===== src/rtl/key_pkg.sv =====
// Shared types and defaults for the push-button conditioner.
// Optional feature macro: KEY_LONG_PRESS_EN (long-press detector).
package key_pkg;

    // Per-channel debounce FSM states.
    typedef enum logic [1:0] {
        KEY_UP      = 2'd0,
        KEY_DN_WAIT = 2'd1,
        KEY_DN      = 2'd2,
        KEY_UP_WAIT = 2'd3
    } key_state_e;

    // 20 ms and 1 s at 12 MHz.
    localparam int KEY_DEBOUNCE_DEFAULT = 240000;
    localparam int KEY_LONG_DEFAULT     = 12000000;

    function automatic int key_max(input int a, input int b);
        return (a > b) ? a : b;
    endfunction

endpackage


===== src/rtl/key_debounce_ch.sv =====
// One key channel: 2-flop synchroniser, polarity normalisation, debounce FSM
// with a saturating counter, and registered level/press/release/long outputs.
// Optional feature macro: KEY_LONG_PRESS_EN (adds the held-time counter in DN).
//
// Handshake: none. Outputs are free-running; press/release/long are
// single-cycle pulses that the consumer samples on any clock edge.
module key_debounce_ch
    import key_pkg::*;
#(
    parameter int DEBOUNCE_CYCLES = KEY_DEBOUNCE_DEFAULT,
`ifdef KEY_LONG_PRESS_EN
    parameter int LONG_CYCLES     = KEY_LONG_DEFAULT,
`endif
    parameter int ACTIVE_LOW      = 1
) (
    input  logic       i_clk,
    input  logic       i_rst,
    input  logic       i_key_raw,
    output logic       o_key_level,
    output logic       o_key_press,
    output logic       o_key_release,
    output logic       o_key_long,
    output logic [1:0] o_dbg_state
);

`ifdef KEY_LONG_PRESS_EN
    localparam int CNT_TOP = key_max(DEBOUNCE_CYCLES, LONG_CYCLES);
`else
    localparam int CNT_TOP = DEBOUNCE_CYCLES;
`endif
    localparam int CNT_W = $clog2(CNT_TOP + 1);

    localparam logic [CNT_W-1:0] CNT_ZERO = '0;
    localparam logic [CNT_W-1:0] CNT_ONE  = CNT_W'(1);
    localparam logic [CNT_W-1:0] DB_LAST  = CNT_W'(DEBOUNCE_CYCLES - 1);
`ifdef KEY_LONG_PRESS_EN
    localparam logic [CNT_W-1:0] LONG_LAST = CNT_W'(LONG_CYCLES - 1);
    localparam logic [CNT_W-1:0] LONG_SAT  = CNT_W'(LONG_CYCLES);
`endif

    // Raw level of an idle (released) key.
    localparam logic RAW_RELEASED = (ACTIVE_LOW != 0);

    logic             sync_1;
    logic             sync_2;
    logic             pressed;
    key_state_e       state;
    key_state_e       state_nxt;
    logic [CNT_W-1:0] cnt;
    logic [CNT_W-1:0] cnt_nxt;
    logic             level_q;
    logic             press_q;
    logic             release_q;

    // Bring the asynchronous key into i_clk; reset parks it at "released".
    always_ff @(posedge i_clk) begin
        if (i_rst) begin
            sync_1 <= RAW_RELEASED;
            sync_2 <= RAW_RELEASED;
        end else begin
            sync_1 <= i_key_raw;
            sync_2 <= sync_1;
        end
    end

    assign pressed = sync_2 ^ RAW_RELEASED;

    // Next-state and counter logic of the debounce FSM.
    always_comb begin
        state_nxt = state;
        cnt_nxt   = cnt;
        case (state)
            KEY_UP: begin
                if (pressed) begin
                    state_nxt = KEY_DN_WAIT;
                    cnt_nxt   = CNT_ONE;
                end
            end
            KEY_DN_WAIT: begin
                if (!pressed) begin
                    state_nxt = KEY_UP;
                    cnt_nxt   = CNT_ZERO;
                end else if (cnt == DB_LAST) begin
                    state_nxt = KEY_DN;
                    cnt_nxt   = CNT_ZERO;
                end else begin
                    cnt_nxt = cnt + CNT_ONE;
                end
            end
            KEY_DN: begin
                if (!pressed) begin
                    state_nxt = KEY_UP_WAIT;
                    cnt_nxt   = CNT_ONE;
                end
`ifdef KEY_LONG_PRESS_EN
                else if (cnt != LONG_SAT) begin
                    // Held time; stops at LONG_CYCLES so the long pulse fires once.
                    cnt_nxt = cnt + CNT_ONE;
                end
`endif
            end
            KEY_UP_WAIT: begin
                if (pressed) begin
                    // Bounce back to pressed: held time restarts from zero.
                    state_nxt = KEY_DN;
                    cnt_nxt   = CNT_ZERO;
                end else if (cnt == DB_LAST) begin
                    state_nxt = KEY_UP;
                    cnt_nxt   = CNT_ZERO;
                end else begin
                    cnt_nxt = cnt + CNT_ONE;
                end
            end
            default: begin
                state_nxt = KEY_UP;
                cnt_nxt   = CNT_ZERO;
            end
        endcase
    end

    // FSM state and counter registers.
    always_ff @(posedge i_clk) begin
        if (i_rst) begin
            state <= KEY_UP;
            cnt   <= CNT_ZERO;
        end else begin
            state <= state_nxt;
            cnt   <= cnt_nxt;
        end
    end

    // Registered outputs. level_q holds the previous cycle's level, so DN with
    // level_q low means DN was just entered from DN_WAIT, and UP with level_q
    // high means UP was just entered from UP_WAIT.
    always_ff @(posedge i_clk) begin
        if (i_rst) begin
            level_q   <= 1'b0;
            press_q   <= 1'b0;
            release_q <= 1'b0;
        end else begin
            level_q   <= (state == KEY_DN) || (state == KEY_UP_WAIT);
            press_q   <= (state == KEY_DN) && !level_q;
            release_q <= (state == KEY_UP) && level_q;
        end
    end

`ifdef KEY_LONG_PRESS_EN
    logic long_q;

    // One pulse on the edge after the held count hits LONG_CYCLES-1.
    always_ff @(posedge i_clk) begin
        if (i_rst) begin
            long_q <= 1'b0;
        end else begin
            long_q <= (state == KEY_DN) && (cnt == LONG_LAST);
        end
    end

    assign o_key_long = long_q;
`else
    assign o_key_long = 1'b0;
`endif

    assign o_key_level   = level_q;
    assign o_key_press   = press_q;
    assign o_key_release = release_q;
    assign o_dbg_state   = state;

endmodule


===== src/rtl/key_conditioner.sv =====
// Push-button front end for the recorder/player control FSM: N_KEYS
// independent debounced channels. o_dbg_state packs each channel's FSM state
// (2 bits per key, key k at [2k+1:2k]).
// Optional feature macro: KEY_LONG_PRESS_EN (long-press pulse on o_key_long).
module key_conditioner
    import key_pkg::*;
#(
    parameter int N_KEYS          = 3,
    parameter int DEBOUNCE_CYCLES = KEY_DEBOUNCE_DEFAULT,
    parameter int LONG_CYCLES     = KEY_LONG_DEFAULT,
    parameter int ACTIVE_LOW      = 1
) (
    input  logic                i_clk,
    input  logic                i_rst,
    input  logic [N_KEYS-1:0]   i_key_raw,
    output logic [N_KEYS-1:0]   o_key_level,
    output logic [N_KEYS-1:0]   o_key_press,
    output logic [N_KEYS-1:0]   o_key_release,
    output logic [N_KEYS-1:0]   o_key_long,
    output logic [2*N_KEYS-1:0] o_dbg_state
);

    // Elaboration-time parameter sanity.
    if (DEBOUNCE_CYCLES < 2) begin : g_chk_debounce
        $error("key_conditioner: DEBOUNCE_CYCLES must be >= 2");
    end
    if (LONG_CYCLES <= DEBOUNCE_CYCLES) begin : g_chk_long
        $error("key_conditioner: LONG_CYCLES must exceed DEBOUNCE_CYCLES");
    end

    // One independent conditioner per key.
    for (genvar k = 0; k < N_KEYS; k++) begin : g_ch
        key_debounce_ch #(
            .DEBOUNCE_CYCLES (DEBOUNCE_CYCLES),
`ifdef KEY_LONG_PRESS_EN
            .LONG_CYCLES     (LONG_CYCLES),
`endif
            .ACTIVE_LOW      (ACTIVE_LOW)
        ) u_ch (
            .i_clk         (i_clk),
            .i_rst         (i_rst),
            .i_key_raw     (i_key_raw[k]),
            .o_key_level   (o_key_level[k]),
            .o_key_press   (o_key_press[k]),
            .o_key_release (o_key_release[k]),
            .o_key_long    (o_key_long[k]),
            .o_dbg_state   (o_dbg_state[2*k +: 2])
        );
    end

endmodule


===== config.mk =====
export PLATFORM = sky130hd
export DESIGN_NAME = key_conditioner
export DESIGN_NICKNAME = d
export VERILOG_FILES = /design/src/rtl/key_pkg.sv /design/src/rtl/key_debounce_ch.sv /design/src/rtl/key_conditioner.sv
export SDC_FILE = /design/constraint.sdc
export NUM_CORES = 1
export LEC_CHECK = 0
export ABC_AREA = 1
export CORE_UTILIZATION = 30
export CTS_CLUSTER_DIAMETER = 60
export DETAILED_ROUTE_END_ITERATION = 6
export GPL_TIMING_DRIVEN = 1
export SYNTH_ARGS = -nofsm -noshare
export SYNTH_HDL_FRONTEND = slang
export SYNTH_SLANG_ARGS = --single-unit

===== constraint.sdc =====
create_clock -name i_clk -period 3.7 [get_ports i_clk]
set_input_delay 0.74 -clock i_clk [delete_from_list [all_inputs] [get_ports i_clk]]
set_output_delay 0.74 -clock i_clk [all_outputs]
set_load 0.05 [all_outputs]

==> impl_metrics.ini <==
[run_status]
status = completed

[clock_tree]
cts_buffer_depth = 2
ctsHoldBuffers = 0
path_clk_slew_ns = 0.06
post_cts_resized = 0
cts_root_buf = clkbuf_16
cts_tree = done
numCtsBuffers = 9
clkLatencyLatePin_ns = 0.34
cts_setup_buffers = 0
clkSinkCount = 75
ctsHtreeMaxLevel = 3

[critical_path]
arrival_ns = 1.70
crit_fanout = 7
slowest_stage = clkdlybuf4s50_1
crit_chain = clkdlybuf4s50_1
startpoint_type = flip-flop
crit_type = flip-flop to output pin
crit_family = buffers and inverters
r2r_slack_ns = 2.01
critPathBufInv = 1
critPathMaxStageDelay_ns = 0.87
crit_path_end_kind = output pin
worst_ep_required_time_ns = 2.96

[floorplan]
die_area_um2 = 14500
fp-row-count = 42
core_area_um2 = 13500
die_width_um = 120
dieHeight_um = 120
start_util_pct = 31.2
io_pins = 23

[run]
cap_violations = 0

[route]
ant_nets = 0
drc_errors = 0
dr.pass1.iters = 4
viasPerCell = 4.62
wl_per_cell_um = 11.6
drt_iter0_drc = 201
wirelength_mm = 9.51
vias = 3801

[final_layout]
regArea_um2 = 1500
drive_above_1_share_pct = 11.4
nets = 650
area_growth_pct = 14.0
multi_input_area_um2 = 2300
diodes = 0
nFillCells = 1474

[power]
pwr_density_cell_nw_per_um2 = 432
power_mw = 2.07
peakVddDrop_mv = 0.223
pwr-share-comb_pct = 10.4
switching_share_pct = 25.1
seqPwrFrac_pct = 41.3
clockPowerShare_pct = 48.3
switching_power_mw = 0.519
leakage_nw = 1.62
internal-power_mw = 1.55

[min_path]
hp-class = flip-flop to flip-flop

[synthesis]
syn_area_um2 = 4200
synth.distinct_cells = 38
yosysSeqAreaShare_pct = 35.8
synth.top_cell.area_share_pct = 35.8
synthCells = 633
synth_area_per_cell_um2 = 6.63
ys_warn_count = 0
yosys.area.top_type = dfxtp_1
synthTopCellsByArea = dfxtp_1 36%, nand2_1 16%, nor2_1 7.4%, inv_1 5.1%, a21oi_1 4.9%
yosys_register_bits = 75

[timing]
hold_viol = 0
fmax_mhz = 411
finalClockSkew_ns = 0.00567
slew_viol_final = 0
setup_viol = 0
rsz0062_at_grt = no
min_period_ns = 2.44
holdWs_ns = 0.406
min_period_over_period_pct = 65.8
max_slew_margin_pct = 41.1
setup_tns_ns = 0
worstMarginPinSlew_ns = 0.883

[grt]
grt_first_pass_wirelength_mm = 16.5
overflow = 0
antenna_found_initial = 0
grt_pass1_vias = 3563
grt_start_max_net_pins = 27
grt_use_total_pct = 14.2

[place]
gp_congestion = 0.816
portBuffers = 19
dp_hpwl_mm = 6.78
==> routing by layer <==
layer  part of all wire, %  wire (um)  track usage [%]  vias up
met1                    49       4630             18.0     1706
met3                   3.4        324             3.44        7
met5                     0          0                0        -
met2                    47       4470             23.5       48
met4                  0.90         86             4.94        0
li1                      -          -                -     2040
==> cells in the final DEF (no fill, tap or decap), types with 3 or more instances in the layout <==
cell type,Yosys,final
conb_1,1,3
o21ai_0,29,29
nand2_2,13,13
nand2_1,181,181
nand3_2,6,6
clkdlybuf4s50_1,0,18
nor2_1,83,83
a21oi_2,8,8
or2_2,7,7
nor2_2,5,5
a21oi_1,41,41
inv_1,57,57
nand3_1,39,39
nor4_1,3,3
clkbuf_1,6,3
inv_2,6,6
bufinv_16,0,3
nand4_1,18,18
ha_1,3,3
nor2_4,6,6
nor3_1,10,10
dfxtp_1,75,75
clkbuf_16,0,9
==> power by group through the flow <==
stage | combinational (mW) | sequential, mW | clock, mW
floorplan | 0.152 | 0.891 | 0
global placement | 0.218 | 0.872 | 0
detailed placement | 0.217 | 0.872 | 0
CTS | 0.218 | 0.855 | 1.03
global route | 0.231 | 0.858 | 1.06
finish | 0.214 | 0.854 | 0.999
==> synth_stat cells <==
master,instances
xnor2_1,2
a31o_2,1
ha_1,3
clkbuf_1,6
or2_1,2
nand3b_1,1
buf_2,2
a31oi_1,1
buf_4,13
nor2_2,5
o21a_1,1
nand4_1,18
buf_8,1
o211ai_1,1
a21oi_2,8
nand2_4,2
nor4_1,3
buf_6,2
dfxtp_1,75
nor2_1,83
or2_2,7
nand3_2,6
xor2_1,1
conb_1,1
nor2_4,6
inv_2,6
nand2_1,181
nor2_8,1
xor2_2,2
o21ai_0,29
nand3_1,39
o21ai_1,1
nand2_2,13
nand4_2,1
nor3_2,1
inv_1,57
nor3_1,10
a21oi_1,41
==> registers in the layout, summed over array words and instances, names as in the netlist, named ones only <==
name                     count
g_ch.u_ch.cnt               54
g_ch.u_ch.o_dbg_state        3
g_ch.u_ch.o_key_level        3
g_ch.u_ch.o_key_press        3
g_ch.u_ch.o_key_release      3
g_ch.u_ch.sync_1             3
g_ch.u_ch.sync_2             3
==> logic make-up after synthesis <==
family	Yosys count	share of synthesized area (%)
and+or+nand+nor	379	41.4
buffers and inverters	87	9.63
AOI/OAI and AO/OA	83	10.8
DFF	75	35.8
xor gates and xnor gates	5	1.40
adders and majority gates	3	0.894
other	1	0.0893
==> per-stage QoR <==
| step | cell area, um^2 | util [%] | cells | setup slack, ns |
|---|---|---|---|---|
| floorplan | 4210 | - | 635 | 2.07 |
| global placement | 4450 | 33.1 | 807 | 1.47 |
| detailed placement | 4450 | 33.1 | 807 | 1.44 |
| CTS | 4790 | 35.6 | 823 | 1.23 |
| global route | 4790 | 35.6 | 823 | 1.20 |
| finish | 4790 | 35.6 | 823 | 1.26 |
==> cell type report <==
class                      count  share of cell area, %
sequential                    75                   31.4
timing repair buffer          20                   4.03
clock buffer                  12                   4.94
clock inverter                 4                   2.07
tap                          176                   4.60
multi-input combinational    473                   48.1
inverter                      63                   4.94
==> worst paths after layout <==
check                              start                   end  depth (start not counted)
max          g_ch[2].u_ch.o_dbg_state[0]        o_dbg_state[4]                          1
min                  g_ch[2].u_ch.sync_1   g_ch[2].u_ch.sync_2                          1
max reg2reg          g_ch[2].u_ch.cnt[0]  g_ch[2].u_ch.cnt[10]                          8
min reg2reg          g_ch[2].u_ch.sync_1   g_ch[2].u_ch.sync_2                          1
Power figures use the tool's default switching activity.
